### config.mk
export PLATFORM = sky130hd
export DESIGN_NAME = mem_slot_arbiter
export DESIGN_NICKNAME = d
export VERILOG_FILES = /design/src/rtl/mem_slot_arbiter.sv
export SDC_FILE = /design/constraint.sdc
export NUM_CORES = 1
export LEC_CHECK = 0
export BUFFER_PORTS_ARGS = -buffer_cell sky130_fd_sc_hd__buf_2
export CORE_MARGIN = 1.5
export CORE_UTILIZATION = 40
export DETAILED_ROUTE_END_ITERATION = 6
export GPL_ROUTABILITY_DRIVEN = 1
export MAX_ROUTING_LAYER = met4
export PLACE_DENSITY = 0.73
export REMOVE_ABC_BUFFERS = 1
export SLEW_MARGIN = 20
export SYNTH_ARGS = -nofsm -noshare
export SYNTH_HDL_FRONTEND = slang
export SYNTH_SLANG_ARGS = --single-unit
### constraint.sdc
create_clock -name i_clk -period 2.7 [get_ports i_clk]
set_input_delay 0.405 -clock i_clk [delete_from_list [all_inputs] [get_ports i_clk]]
set_output_delay 0.405 -clock i_clk [all_outputs]
set_load 0.1 [all_outputs]
### src/rtl/mem_slot_arbiter.sv
// mem_slot_arbiter: assigns each cend-framed DRAM slot to video, CPU or DMA (or leaves it idle).
// Optional refresh support is built in when MEM_REFRESH_EN is defined.
module mem_slot_arbiter #(
    parameter int unsigned DMA_STARVE  = 8,
    parameter int unsigned REFRESH_MAX = 64
) (
    input  logic        i_clk,
    input  logic        i_rst,
    input  logic        i_cend,
    input  logic        i_pre_cend,
    input  logic        i_video_go,
    input  logic [1:0]  i_video_bw,
    input  logic [20:0] i_video_addr,
    output logic        o_video_next,
    output logic        o_video_strobe,
    input  logic        i_cpu_req,
    input  logic        i_cpu_rnw,
    input  logic [20:0] i_cpu_addr,
    output logic        o_cpu_next,
    output logic        o_cpu_strobe,
    input  logic        i_dma_req,
    input  logic        i_dma_rnw,
    input  logic [20:0] i_dma_addr,
    output logic        o_dma_next,
    output logic        o_dma_strobe,
    output logic        o_dram_req,
    output logic        o_dram_rnw,
    output logic [20:0] o_dram_addr,
    output logic [1:0]  o_dram_owner
);

    typedef enum logic [1:0] {
        OwnIdle  = 2'b00,
        OwnVideo = 2'b01,
        OwnCpu   = 2'b10,
        OwnDma   = 2'b11
    } owner_e;

    localparam logic [3:0] StarveMax = 4'(DMA_STARVE);

    logic [2:0]  r_slot_cnt;
    logic [3:0]  r_starve_cnt;
    owner_e      r_owner;
    logic        r_req;
    logic        r_rnw;
    logic [20:0] r_addr;
    logic        r_video_next;
    logic        r_cpu_next;
    logic        r_dma_next;

    logic [2:0]  w_slot_nxt;
    logic        w_video_slot;
    logic        w_dma_starved;
    owner_e      w_owner;
    logic        w_req;
    logic        w_rnw;
    logic [20:0] w_addr;
    logic [3:0]  w_starve_nxt;

`ifdef MEM_REFRESH_EN
    localparam int unsigned RefW = $clog2(REFRESH_MAX + 1);
    localparam logic [RefW-1:0] RefMax = RefW'(REFRESH_MAX);

    logic [RefW-1:0] r_ref_cnt;
    logic [7:0]      r_ref_row;
    logic            r_ref_due;
    logic            w_refresh;
`endif

    // Video eligibility is judged on the slot number that starts at this cend.
    always_comb begin
        w_slot_nxt = r_slot_cnt + 3'd1;
        case (i_video_bw)
            2'b00:   w_video_slot = (w_slot_nxt == 3'd0);
            2'b01:   w_video_slot = (w_slot_nxt[1:0] == 2'd0);
            2'b10:   w_video_slot = ~w_slot_nxt[0];
            default: w_video_slot = 1'b1;
        endcase
    end

    assign w_dma_starved = (r_starve_cnt == StarveMax);

    always_comb begin
        w_owner = OwnIdle;
        w_req   = 1'b0;
        w_rnw   = 1'b0;
        w_addr  = '0;
`ifdef MEM_REFRESH_EN
        w_refresh = 1'b0;
`endif
        if (i_video_go && w_video_slot) begin
            w_owner = OwnVideo;
            w_req   = 1'b1;
            w_rnw   = 1'b1;
            w_addr  = i_video_addr;
        end
`ifdef MEM_REFRESH_EN
        else if (r_ref_due) begin
            w_refresh = 1'b1;
        end
`endif
        else if (i_dma_req && w_dma_starved) begin
            w_owner = OwnDma;
            w_req   = 1'b1;
            w_rnw   = i_dma_rnw;
            w_addr  = i_dma_addr;
        end else if (i_cpu_req) begin
            w_owner = OwnCpu;
            w_req   = 1'b1;
            w_rnw   = i_cpu_rnw;
            w_addr  = i_cpu_addr;
        end else if (i_dma_req) begin
            w_owner = OwnDma;
            w_req   = 1'b1;
            w_rnw   = i_dma_rnw;
            w_addr  = i_dma_addr;
        end else begin
`ifdef MEM_REFRESH_EN
            w_refresh = 1'b1;
`endif
        end
`ifdef MEM_REFRESH_EN
        // Refresh keeps owner idle so no requester sees a strobe for it.
        if (w_refresh) begin
            w_req  = 1'b1;
            w_rnw  = 1'b1;
            w_addr = {13'd0, r_ref_row};
        end
`endif
    end

    always_comb begin
        w_starve_nxt = r_starve_cnt;
        if (!i_dma_req || (w_owner == OwnDma)) begin
            w_starve_nxt = '0;
        end else if (r_starve_cnt != StarveMax) begin
            w_starve_nxt = r_starve_cnt + 4'd1;
        end
    end

    always_ff @(posedge i_clk or posedge i_rst) begin
        if (i_rst) begin
            r_slot_cnt   <= '0;
            r_starve_cnt <= '0;
            r_owner      <= OwnIdle;
            r_req        <= 1'b0;
            r_rnw        <= 1'b0;
            r_addr       <= '0;
            r_video_next <= 1'b0;
            r_cpu_next   <= 1'b0;
            r_dma_next   <= 1'b0;
        end else begin
            r_video_next <= i_cend && (w_owner == OwnVideo);
            r_cpu_next   <= i_cend && (w_owner == OwnCpu);
            r_dma_next   <= i_cend && (w_owner == OwnDma);
            if (i_cend) begin
                r_slot_cnt   <= w_slot_nxt;
                r_starve_cnt <= w_starve_nxt;
                r_owner      <= w_owner;
                r_req        <= w_req;
                r_rnw        <= w_rnw;
                r_addr       <= w_addr;
            end
        end
    end

`ifdef MEM_REFRESH_EN
    // Overdue state is sampled at pre_cend so the cend decision sees a settled flag.
    always_ff @(posedge i_clk or posedge i_rst) begin
        if (i_rst) begin
            r_ref_cnt <= '0;
            r_ref_row <= '0;
            r_ref_due <= 1'b0;
        end else if (i_cend) begin
            if (w_refresh) begin
                r_ref_cnt <= '0;
                r_ref_row <= r_ref_row + 8'd1;
                r_ref_due <= 1'b0;
            end else if (r_ref_cnt != RefMax) begin
                r_ref_cnt <= r_ref_cnt + 1'b1;
            end
        end else if (i_pre_cend) begin
            r_ref_due <= (r_ref_cnt >= RefMax);
        end
    end
`else
    logic [7:0] w_unused_refresh_cfg;
    assign w_unused_refresh_cfg = {i_pre_cend, 7'(REFRESH_MAX)};
`endif

    // A read slot delivers its data as the slot closes.
    assign o_video_strobe = i_cend && r_req && r_rnw && (r_owner == OwnVideo);
    assign o_cpu_strobe   = i_cend && r_req && r_rnw && (r_owner == OwnCpu);
    assign o_dma_strobe   = i_cend && r_req && r_rnw && (r_owner == OwnDma);

    assign o_video_next = r_video_next;
    assign o_cpu_next   = r_cpu_next;
    assign o_dma_next   = r_dma_next;
    assign o_dram_req   = r_req;
    assign o_dram_rnw   = r_rnw;
    assign o_dram_addr  = r_addr;
    assign o_dram_owner = r_owner;

    a_one_next : assert property (@(posedge i_clk) disable iff (i_rst)
        $onehot0({r_video_next, r_cpu_next, r_dma_next}));

endmodule
==> impl_summary.txt, run 1 <==
----------------------------------------------------
[Timing]
  Fin. Hold Viols ... 0
  Setup repair after global routing missed its margin ... no
  Clock skew ... 0.004566 ns
  Crit path setup slack, layout ... 0.4691 ns
  Final Cycle Share ... 82.62%
  Slew at the pin with the worst max-slew slack ... 0.5915 ns
  Count of final setup violators ... 0
  Time the final worst path needs with I/O delays and setup ... 2.231 ns
  Max Clock Freq ... 448.3 MHz
  Final max-slew violation count ... 0
  Max-slew headroom ... 60.57%
  Worst hold margin ... 0.2192 ns

[Yosys]
  Post-synthesis average cell area ... 10.77 um2
  Number of distinct library cells after synthesis ... 32
  Sequential cell area fraction in the yosys report ... 45.19%
  Synth Register Bits ... 35
  Cell Area, Synth ... 1938 um2
  Synthesized instance count ... 180
  Warning count from the yosys run ... 0

[Setup path]
  Setup Crit Path Kind ... reg2reg
  Critical R2R Launch ... r_slot_cnt[0]$_DFFE_PP0P_
  Minimum setup slack among reg-to-reg paths ... 0.47 ns
  Worst EP arrival ... 2.38 ns
  Largest fanout on the critical path ... 17
  Worst EP required ... 2.85 ns
  Kind of end point of the critical path ... flop
  Kind of launch point of the worst setup path ... flop
  Capture point of the worst reg-to-reg path ... o_dram_addr[7]$_DFFE_PP0P_
  Number of cells on the worst reg-to-reg path ... 7

[CTS]
  Clock root buffer ... sky130_fd_sc_hd__clkbuf_8
  Hold Buf Count CTS ... 0
  Gates resized, CTS repair ... 0
  Maximum number of buffers from clock root to sink ... 2
  Htree depth ... 2
  Inserted Clock Buffers ... 5
  Clock latency at the later pin of the worst-skew pair ... 0.28 ns
  CTS clk-pin slew, worst paths ... 0.07 ns
  CTS tree ... built
  Number of clock sinks ... 35
  Setup Buffers After CTS ... 0

[Power and ir drop]
  Worst voltage drop across the vdd grid ... 0.4535 mV
  Power density over the cells ... 920.4 nW/um2
  LEAKAGE ... 0.001240 uW

[Placed design]
  Setup WS pre-CTS ... 0.4727 ns
  Area of placed instances ... 2516 um2
  Final HPWL from detailed placement ... 3.717 mm
  Placer congestion estimate ... 0.7723
  Port Buffers ... 103
  Placed Cells ... 327

[Layout]
  Total number of nets in the final design ... 358
  Core occupancy in the finished layout ... 55.76%
  Filler-free cell count of the finished design ... 335
  Most common cell after layout, fill and taps aside ... sky130_fd_sc_hd__buf_2
  Most frequent cells in the layout ... sky130_fd_sc_hd__buf_2, sky130_fd_sc_hd__dfrtp_1, sky130_fd_sc_hd__o21ai_0, sky130_fd_sc_hd__o2bb2ai_1, sky130_fd_sc_hd__a221oi_2
  Area Overhead vs Synth ... 34.99%
  Final Cell Area ... 2616 um2
  Ratio of cells with drive above 1 in the final layout ... 48.75%
  Antenna diode count ... 0
  Number of filler cells placed in the layout ... 427

[Detailed routing]
  Wirelength per Cell ... 15.39 um
  Vias after detailed routing ... 1844
  Vias per cell ... 5.504
  First-pass detailed-route iteration total ... 4
  Total DRC errors in the routed layout ... 0
  Starting DRC count in detailed routing ... 78
  Total routed wirelength ... 5.157 mm
  Number of antenna-violating nets in the routed design ... 0

[Floorplan]
  Horizontal die dimension ... 72.61 um
  Starting Density ... 41.31%
  Number of cell rows ... 25
  DIE HEIGHT ... 72.61 um
  Die area ... 5271 um2
  Total I/O pin count ... 105
  Standard cell core area ... 4692 um2

[Global routing]
  Total congestion overflow ... 0
  First-pass GRT wire length ... 8.314 mm
  Pin count of the biggest net entering global routing ... 36
  Total global routing track utilization ... 20.82%
  Number of global-route vias before repair ... 1836
  Initial antenna violation count ... 0

[Outcome]
  Result of the run ... complete, no violations

[Min path]
  Worst hold path class ... in2async

[Job]
  Maximum capacitance violations ... 0

----------------------------------------------------
-- critical path, cell delays in order, from the launching register on --
cell,delay (ns)
sky130_fd_sc_hd__dfrtp_1,0.42
sky130_fd_sc_hd__ha_1,0.24
sky130_fd_sc_hd__xnor2_1,0.12
sky130_fd_sc_hd__or3_4,0.33
sky130_fd_sc_hd__and3_1,0.38
sky130_fd_sc_hd__buf_12,0.25
sky130_fd_sc_hd__a221oi_1,0.23
sky130_fd_sc_hd__o2bb2ai_1,0.12
-- per-stage QoR --
step / total power [uW] / setup TNS [ns]
after detailed placement: 2005 / 0
final: 2408 / 0
after CTS: 2422 / 0
after global placement: 1990 / 0
after floorplan: 1709 / -0.8010
after global routing: 2522 / 0
-- routing by layer --
metal  global-route usage, %  wire (um)
met5                       -          0
met4                   5.870         25
met1                   24.73       2188
met2                   36.29       2572
met3                   3.591        371
-- final cells by class --
cell class              count  area, um2  share of cell area [%]
clock buffers               8      100.1                   3.826
repair buffers            110      605.6                   23.15
inverters                   7      26.28                   1.004
well taps                  54      67.56                   2.582
multi-input cells         121      940.9                   35.96
flip-flops and latches     35      875.8                   33.48
-- cells in the mapped netlist (all sizes together) --
library cell  count  area, um2
o21ai            25      125.1
buf              11      76.31
o22ai             1      6.260
xor2              1      8.760
nand4b            1      8.760
a221oi           21      284.0
nand3             3      15.01
nand3b            1      7.510
dfrtp            35      875.8
nand2             8      30.03
or3               1      11.26
o211ai            1      7.510
a41o              1      10.01
o311ai            1      8.760
clkbuf            6      22.52
nor4              1      6.260
ha                4      50.05
o2bb2ai          21      183.9
o2111ai           3      32.53
and3              4      25.02
mux2              1      11.26
a21oi             4      20.02
and2              1      6.260
a31oi             2      12.51
inv               7      26.28
xnor2             2      17.52
nor2             13      48.80
-- flip-flops by register name (all words and copies together) (netlist names) --
register	flops
o_dram_addr	21
o_dram_rnw	1
o_dma_next	1
r_starve_cnt	4
o_dram_req	1
r_slot_cnt	3
o_video_next	1
o_dram_owner	2
o_cpu_next	1
-- logic make-up after synthesis --
kind of cell / share of synthesized area [%]
AO/OA/AOI/OAI: 35.64
flip-flops: 45.19
AND/OR/NAND/NOR: 8.199
buffers and inverters: 6.455
adder cells (fa/ha/maj): 2.582
XOR/XNOR: 1.356
multiplexers: 0.5810
-- worst max path at each step --
stage	start	to	slack, ns	depth (start not counted)
final	r_slot_cnt[0]$_DFFE_PP0P_	o_dram_addr[7]$_DFFE_PP0P_	0.47	7
after global routing	r_slot_cnt[0]$_DFFE_PP0P_	o_dram_addr[7]$_DFFE_PP0P_	0.33	7
after CTS	r_slot_cnt[0]$_DFFE_PP0P_	o_dram_addr[8]$_DFFE_PP0P_	0.45	7
after detailed placement	r_slot_cnt[0]$_DFFE_PP0P_	o_dram_addr[7]$_DFFE_PP0P_	0.47	7
after global placement	r_slot_cnt[0]$_DFFE_PP0P_	o_dram_addr[8]$_DFFE_PP0P_	0.49	7
after floorplan	o_dram_rnw$_DFFE_PP0P_	o_dma_strobe	-0.28	3
-- power by group --
part	switching, uW	internal, uW	leakage (uW)	total [uW]
clock network	182	233	0.0000515	415
registers	78.6	642	0.000433	721
logic	979	293	0.000755	1270
Note: power is estimated with default switching activity, not from simulation.
==> run 2, diff against run 1 <==
- clock period: 2.7 -> 2.1 ns (I/O delays scaled with it)
==> run 2 against run 1 <==
Global-route usage increased by 0.59 points. Final cell count grew 1.5%. Sequential share of layout area decreased by 0.71 points. First-iteration DRC count fell by 22%. Sequential cell count unchanged. Via count grew 1.5%. Worst hold slack lost 0.11 ns. Critical path depth stayed put. Design area is 2.2% higher. Routed wire length decreased by 1.2%. Worst setup slack got worse by 0.33 ns. Highest routed layer unchanged.
==> impl_summary.txt, run 2 (synthesis gave the netlist of run 1 again) <==
----------------------------------------------------
[Power and ir drop]
  Power share of the clock group ... 16.7% (-0.5 points)
  Power density over the cells ... 1160 nW/um2 (+26%)
  Sequential cell fraction of total power ... 29.6% (-0.3 points)
  Fraction of power consumed by combinational cells ... 53.7% (+0.9 points)
  Net switching component of the power ... 1608 uW (+30%)
  Switching part of the total ... 51.86% (+0.38 points)
  LEAKAGE ... 0.001262 uW (+1.8%)
  Total internal power ... 1493 uW (+28%)
  Total power of the final layout ... 3101 uW (+29%)
  Worst voltage drop across the vdd grid ... 0.6072 mV (+34%)

[Detailed routing]
  Wirelength per Cell ... 14.99 um (-2.6%)
  Number of antenna-violating nets in the routed design ... 0 (unchanged)
  Total routed wirelength ... 5.096 mm (-1.2%)
  Vias per cell ... 5.503 (about the same)
  Vias after detailed routing ... 1871 (+1.5%)
  Total DRC errors in the routed layout ... 0 (unchanged)
  First-pass detailed-route iteration total ... 4 (unchanged)
  Starting DRC count in detailed routing ... 61 (-22%)

[CTS]
  Gates resized, CTS repair ... 0 (unchanged)
  Setup Buffers After CTS ... 0 (unchanged)
  Number of clock sinks ... 35 (unchanged)
  Inserted Clock Buffers ... 5 (unchanged)
  Maximum number of buffers from clock root to sink ... 2 (unchanged)
  CTS tree ... built
  Clock root buffer ... sky130_fd_sc_hd__clkbuf_8
  CTS clk-pin slew, worst paths ... 0.08 ns (about the same)
  Htree depth ... 2 (unchanged)
  Hold Buf Count CTS ... 0 (unchanged)
  Clock latency at the later pin of the worst-skew pair ... 0.29 ns (about the same)

[Placed design]
  Final HPWL from detailed placement ... 3.835 mm (+3.2%)
  Port Buffers ... 103 (unchanged)
  Placer congestion estimate ... 0.8075 (+4.6%)
  Setup WS pre-CTS ... 0.1221 ns (-0.3507 ns)

[Timing]
  Max Clock Freq ... 510.3 MHz (+14%)
  Crit path setup slack, layout ... 0.1403 ns (-0.3289 ns)
  Count of final setup violators ... 0 (unchanged)
  Fin. Hold Viols ... 0 (unchanged)
  Clock skew ... 0.009649 ns (+0.005083 ns)
  Slew at the pin with the worst max-slew slack ... 0.4943 ns (-0.09716 ns)
  Setup repair after global routing missed its margin ... no
  Final Cycle Share ... 93.32% (+11 points)
  Time the final worst path needs with I/O delays and setup ... 1.960 ns (-0.2711 ns)
  Max-slew headroom ... 67.27% (+6.7 points)
  Final max-slew violation count ... 0 (unchanged)

[Layout]
  Register area ... 875.8 um2 (unchanged)
  Most common cell after layout, fill and taps aside ... sky130_fd_sc_hd__buf_2
  Number of flip-flops in the largest register ... 21 (unchanged)
  Number of filler cells placed in the layout ... 433 (+1.4%)
  Multi-input logic area ... 940.9 um2 (unchanged)
  Area Overhead vs Synth ... 37.90%
  Most frequent cells in the layout ... sky130_fd_sc_hd__buf_2, sky130_fd_sc_hd__dfrtp_1, sky130_fd_sc_hd__o21ai_0, sky130_fd_sc_hd__o2bb2ai_1, sky130_fd_sc_hd__a221oi_2
  Ratio of cells with drive above 1 in the final layout ... 50.00% (+1.2 points)
  Total number of nets in the final design ... 363 (+1.4%)
  Antenna diode count ... 0 (unchanged)

[Setup path]
  Number of buffers and inverters on the critical path ... 1 (unchanged)
  CP peak stage delay ... 0.39 ns (-0.03 ns)
  Kind of launch point of the worst setup path ... flop
  Worst EP arrival ... 2.13 ns (-0.25 ns)
  Critical path cell sequence ... ha_1 -> xnor2_1 -> or3_4 -> and3_1 -> buf_4 -> a221oi_1 -> o2bb2ai_1
  Capture point of the worst reg-to-reg path ... o_dram_addr[10]$_DFFE_PP0P_
  Largest fanout on the critical path ... 18 (+1)
  Worst EP required ... 2.27 ns (-0.58 ns)
  Minimum setup slack among reg-to-reg paths ... 0.14 ns (-0.33 ns)
  Number of cells on the worst reg-to-reg path ... 7 (unchanged)
  Family with the most delay on the worst path ... simple AND/OR/NAND/NOR gates
  Setup Crit Path Kind ... reg2reg
  Critical R2R Launch ... r_slot_cnt[1]$_DFFE_PP0P_
  Kind of end point of the critical path ... flop
  Cell with the biggest individual delay on the critical path ... sky130_fd_sc_hd__dfrtp_1

[Floorplan]
  Starting Density ... 41.31% (unchanged)
  Die area ... 5271 um2 (unchanged)
  Standard cell core area ... 4692 um2 (unchanged)
  Total I/O pin count ... 105 (unchanged)
  Horizontal die dimension ... 72.61 um (unchanged)
  Number of cell rows ... 25 (unchanged)
  DIE HEIGHT ... 72.61 um (unchanged)

[Job]
  Maximum capacitance violations ... 0 (unchanged)

[Global routing]
  Total congestion overflow ... 0 (unchanged)
  Initial antenna violation count ... 0 (unchanged)
  Number of global-route vias before repair ... 1908 (+3.9%)
  First-pass GRT wire length ... 8.459 mm (+1.7%)
  Total global routing track utilization ... 21.40% (+0.59 points)
  Pin count of the biggest net entering global routing ... 36 (unchanged)

[Outcome]
  Result of the run ... complete, no violations

[Min path]
  Worst hold path class ... in2async

----------------------------------------------------
run 2: power by group through the flow:
stage	clock [uW]	sequential (uW)	combinational [uW]
2_1_floorplan	0	1770	426
3_3_place_gp	0	927	1660
3_5_place_dp	0	927	1680
4_1_cts	528	919	1680
5_1_grt	557	940	1760
6_report	517	919	1670
run 2: final cells by class:
type	instances	share of cell area (%)
clock buffer	6	3.090
clock inverter	2	0.6086
inverter	7	0.9831
multi-input combinational	121	35.21
sequential	35	32.77
tap	54	2.528
timing repair buffer	115	24.81
run 2: how the worst max path moves through the flow:
stage,endpoint,depth (start not counted),from,slack (ns)
2_1_floorplan,o_dma_strobe,3,o_dram_rnw$_DFFE_PP0P_,-0.79
3_3_place_gp,r_starve_cnt[2]$_DFFE_PP0P_,7,r_slot_cnt[1]$_DFFE_PP0P_,0.16
3_5_place_dp,o_dram_addr[10]$_DFFE_PP0P_,7,r_slot_cnt[1]$_DFFE_PP0P_,0.12
4_1_cts,o_dram_addr[9]$_DFFE_PP0P_,7,r_slot_cnt[1]$_DFFE_PP0P_,0.12
5_1_grt,o_dram_addr[9]$_DFFE_PP0P_,7,r_slot_cnt[1]$_DFFE_PP0P_,0.03
6_report,o_dram_addr[10]$_DFFE_PP0P_,7,r_slot_cnt[1]$_DFFE_PP0P_,0.14
run 2: stage by stage:
step	hold WS, ns	area [um2]	TNS (ns)	instances	utilization [%]
2_1_floorplan	0.3997	1839	-9.575	163	-
3_3_place_gp	0.4390	2574	0	332	54.85
3_5_place_dp	0.4450	2574	0	332	54.85
4_1_cts	0.1246	2673	0	340	56.96
5_1_grt	0.1614	2673	0	340	56.96
6_report	0.1049	2673	0	340	56.96
run 2: worst reg2reg max path: cells and delay by family (launching register included):
kind | cells | cell delay [ns]
buf+inv | 1 | 0.22
simple gates | 2 | 0.54
flops | 1 | 0.39
compound gates | 2 | 0.36
fa+ha+maj | 1 | 0.21
xor+xnor | 1 | 0.12
run 2: routing by layer:
metal  part of all wire [%]  global-route usage, %  vias to the layer above
li1                       -                      -                      904
met1                     44                  25.93                      888
met2                     48                  36.29                       74
met3                    6.3                  3.591                        5
met4                   0.82                  7.128                        0
met5                      0                      -                        -
==> run 3, diff against run 2 <==
- CORE_MARGIN: 1.5 -> not set
- CTS_CLUSTER_DIAMETER: not set -> 100
- REMOVE_ABC_BUFFERS: 1 -> not set
==> run 3 against run 2 <==
Die area down 2.7%. Utilization grew 2.8 points. Sequential share of layout area fell by 0.074 points. Largest cell class unchanged. Combinational power barely moved. First-iteration DRC count up 64%. Count of clock-buffer cells in the layout is the same. Non-clock buffer count is the same. Clock skew decreased by 0.0051 ns. Total power grew 0.27%. Routed wire length grew 4.8%. Design area grew 0.66%.
==> impl_summary.txt, run 3 (synthesis gave the netlist of run 1 again) <==
----------------------------------------------------
[Outcome]
  Result of the run ... complete, no violations

[Global routing]
  Met1 GRT Util ... 25.68% (-0.25 points)
  GRT Max-Usage Layer ... met2
  Total global routing track utilization ... 21.60% (+0.20 points)
  Pin count of the biggest net entering global routing ... 36 (unchanged)
  Met2 Use GR ... 37.00% (+0.71 points)
  Initial antenna violation count ... 0 (unchanged)
  Global Route met3 Usage ... 5.204% (+1.6 points)
  First-pass GRT wire length ... 8.321 mm (-1.6%)
  Number of global-route vias before repair ... 1801 (-5.6%)
  Total congestion overflow ... 0 (unchanged)

[Floorplan]
  Number of cell rows ... 24 (-4.0%)
  Standard cell core area ... 4504 um2 (-4.0%)
  DIE HEIGHT ... 71.61 um (-1.4%)
  Die area ... 5127 um2 (-2.7%)
  Starting Density ... 43.03% (+1.7 points)
  Horizontal die dimension ... 71.61 um (-1.4%)
  Total I/O pin count ... 105 (unchanged)

[Timing]
  Count of final setup violators ... 0 (unchanged)
  Clock skew ... 0.004540 ns (-0.005109 ns)
  Max Clock Freq ... 520.3 MHz (+2.0%)
  Time the final worst path needs with I/O delays and setup ... 1.922 ns (-0.03781 ns)
  Slew at the pin with the worst max-slew slack ... 0.4928 ns (-0.001587 ns)
  Max-slew headroom ... 67.11% (-0.16 points)
  Setup TNS Final ... 0 ns (unchanged)
  Final max-slew violation count ... 0 (unchanged)
  Fin. Hold Viols ... 0 (unchanged)
  Final Cycle Share ... 91.52% (-1.8 points)
  Setup repair after global routing missed its margin ... no

[Detailed routing]
  Number of antenna-violating nets in the routed design ... 0 (unchanged)
  Total DRC errors in the routed layout ... 0 (unchanged)
  Vias after detailed routing ... 1880 (+0.48%)
  Starting DRC count in detailed routing ... 100 (+64%)
  Vias per cell ... 5.579 (+1.4%)
  Total routed wirelength ... 5.343 mm (+4.8%)
  Wirelength per Cell ... 15.85 um (+5.8%)
  First-pass detailed-route iteration total ... 4 (unchanged)

[Layout]
  Core occupancy in the finished layout ... 59.72% (+2.8 points)
  Ratio of cells with drive above 1 in the final layout ... 52.28% (+2.3 points)
  Final Cell Area ... 2690 um2 (+0.66%)
  Antenna diode count ... 0 (unchanged)
  Total number of nets in the final design ... 363 (unchanged)
  Number of flip-flops in the largest register ... 21 (unchanged)
  Area Overhead vs Synth ... 38.80%
  Most frequent cells in the layout ... sky130_fd_sc_hd__buf_2, sky130_fd_sc_hd__dfrtp_1, sky130_fd_sc_hd__o21ai_0, sky130_fd_sc_hd__o2bb2ai_1, sky130_fd_sc_hd__a221oi_2
  Most common cell after layout, fill and taps aside ... sky130_fd_sc_hd__buf_2

[Setup path]
  Kind of end point of the critical path ... flop
  Cell with the biggest individual delay on the critical path ... sky130_fd_sc_hd__dfrtp_1
  Worst EP required ... 2.27 ns (about the same)
  CP peak stage delay ... 0.40 ns (about the same)
  Kind of launch point of the worst setup path ... flop
  Family with the most delay on the worst path ... simple AND/OR/NAND/NOR gates
  Number of buffers and inverters on the critical path ... 1 (unchanged)
  Worst EP arrival ... 2.09 ns (-0.04 ns)
  Setup Crit Path Kind ... reg2reg
  Largest fanout on the critical path ... 11 (-7)
  Critical path cell sequence ... ha_1 -> xnor2_1 -> or3_4 -> and3_4 -> buf_4 -> a221oi_2 -> o2bb2ai_1

[CTS]
  Number of clock sinks ... 35 (unchanged)
  CTS clk-pin slew, worst paths ... 0.07 ns (about the same)
  Maximum number of buffers from clock root to sink ... 2 (unchanged)
  Inserted Clock Buffers ... 5 (unchanged)
  Setup Buffers After CTS ... 0 (unchanged)
  Clock latency at the later pin of the worst-skew pair ... 0.28 ns (about the same)
  CTS tree ... built
  Htree depth ... 2 (unchanged)
  Clock root buffer ... sky130_fd_sc_hd__clkbuf_8

[Placed design]
  Port Buffers ... 103 (unchanged)
  Final HPWL from detailed placement ... 3.887 mm (+1.4%)
  Area of placed instances ... 2597 um2 (+0.92%)
  Placer congestion estimate ... 0.8384 (+3.8%)

[Min path]
  Worst hold path class ... in2async

[Yosys]
  Net count after synthesis ... 258

[Power and ir drop]
  Net switching component of the power ... 1611 uW (+0.20%)
  Worst voltage drop across the vdd grid ... 0.5298 mV (-13%)
  Sequential cell fraction of total power ... 29.8% (+0.2 points)
  Total internal power ... 1498 uW (+0.33%)
  Total power of the final layout ... 3110 uW (+0.27%)
  LEAKAGE ... 0.001257 uW (-0.43%)
  Switching part of the total ... 51.82% (about the same)
  Power density over the cells ... 1156 nW/um2 (-0.39%)
  Fraction of power consumed by combinational cells ... 54.5% (+0.8 points)
  Power share of the clock group ... 15.7% (-1.0 points)

[Job]
  Maximum capacitance violations ... 0 (unchanged)

----------------------------------------------------
-- run 3: changes by cell type in the layout (fill, tap and decap cells not counted) --
cell / previous run / this run
sky130_fd_sc_hd__dfrtp_2: 0 / 3
sky130_fd_sc_hd__dfrtp_1: 35 / 32
sky130_fd_sc_hd__nor2_4: 0 / 3
sky130_fd_sc_hd__nor2_1: 13 / 10
sky130_fd_sc_hd__clkinvlp_4: 1 / 0
sky130_fd_sc_hd__clkinv_2: 0 / 1
sky130_fd_sc_hd__and3_4: 0 / 1
sky130_fd_sc_hd__clkinv_4: 1 / 0
sky130_fd_sc_hd__and3_1: 4 / 3
-- run 3: power groups by stage --
| stage | sequential, uW | clock, uW | combinational [uW] |
|---|---|---|---|
| after floorplan | 1780 | 0 | 492 |
| after global placement | 930 | 0 | 1680 |
| after detailed placement | 938 | 0 | 1700 |
| after CTS | 926 | 503 | 1700 |
| after global routing | 945 | 531 | 1780 |
| final | 928 | 487 | 1700 |
-- run 3: final timing paths --
check / depth (start not counted) / slack, ns / startpoint / to
max reg2reg: 7 / 0.18 / r_slot_cnt[1]$_DFFE_PP0P_ / o_dram_addr[16]$_DFFE_PP0P_
min: 3 / 0.12 / i_rst / o_dram_addr[2]$_DFFE_PP0P_
min reg2reg: 1 / 0.48 / o_dram_addr[10]$_DFFE_PP0P_ / o_dram_addr[10]$_DFFE_PP0P_
max: 7 / 0.18 / r_slot_cnt[1]$_DFFE_PP0P_ / o_dram_addr[16]$_DFFE_PP0P_
min in group i_clk: 3 / 0.33 / i_video_addr[8] / o_dram_addr[8]$_DFFE_PP0P_
max in group asynchronous: 3 / 1.64 / i_rst / o_dram_req$_DFFE_PP0P_
-- run 3: cell type report --
class	instances	area (um2)
fill	407	1814
multi-input combinational	121	968.4
sequential	35	879.6
timing repair buffer	115	663.1
clock buffer	6	82.58
tap	52	65.06
inverter	7	26.28
clock inverter	1	5.005
-- run 3: per-layer routing --
metal	routed length (um)	share of wire, %	vias up
li1	-	-	907
met1	2340	44	890
met2	2577	48	78
met3	375	7.0	5
met4	50	0.94	0
met5	0	0	-
-- run 3: per-stage QoR --
stage	hold slack, ns	cells	worst slack (ns)
global route	0.1724	337	0.06138
finish	0.1249	337	0.1781
floorplan	0.4653	180	0.06065
CTS	0.1346	337	0.03164
detailed placement	0.4471	330	0.04327
global placement	0.4419	330	0.07941
-- run 3: what timing repair did --
item | CTS | global route
setup endpoints to repair | 0 | 14
hold buffers | 0 | 0
resized for setup | 0 | 2
-- run 3: worst min-delay path, stage by stage --
cell	delay, ns
sky130_fd_sc_hd__buf_2	0.10
sky130_fd_sc_hd__inv_1	0.04
sky130_fd_sc_hd__buf_4	0.38
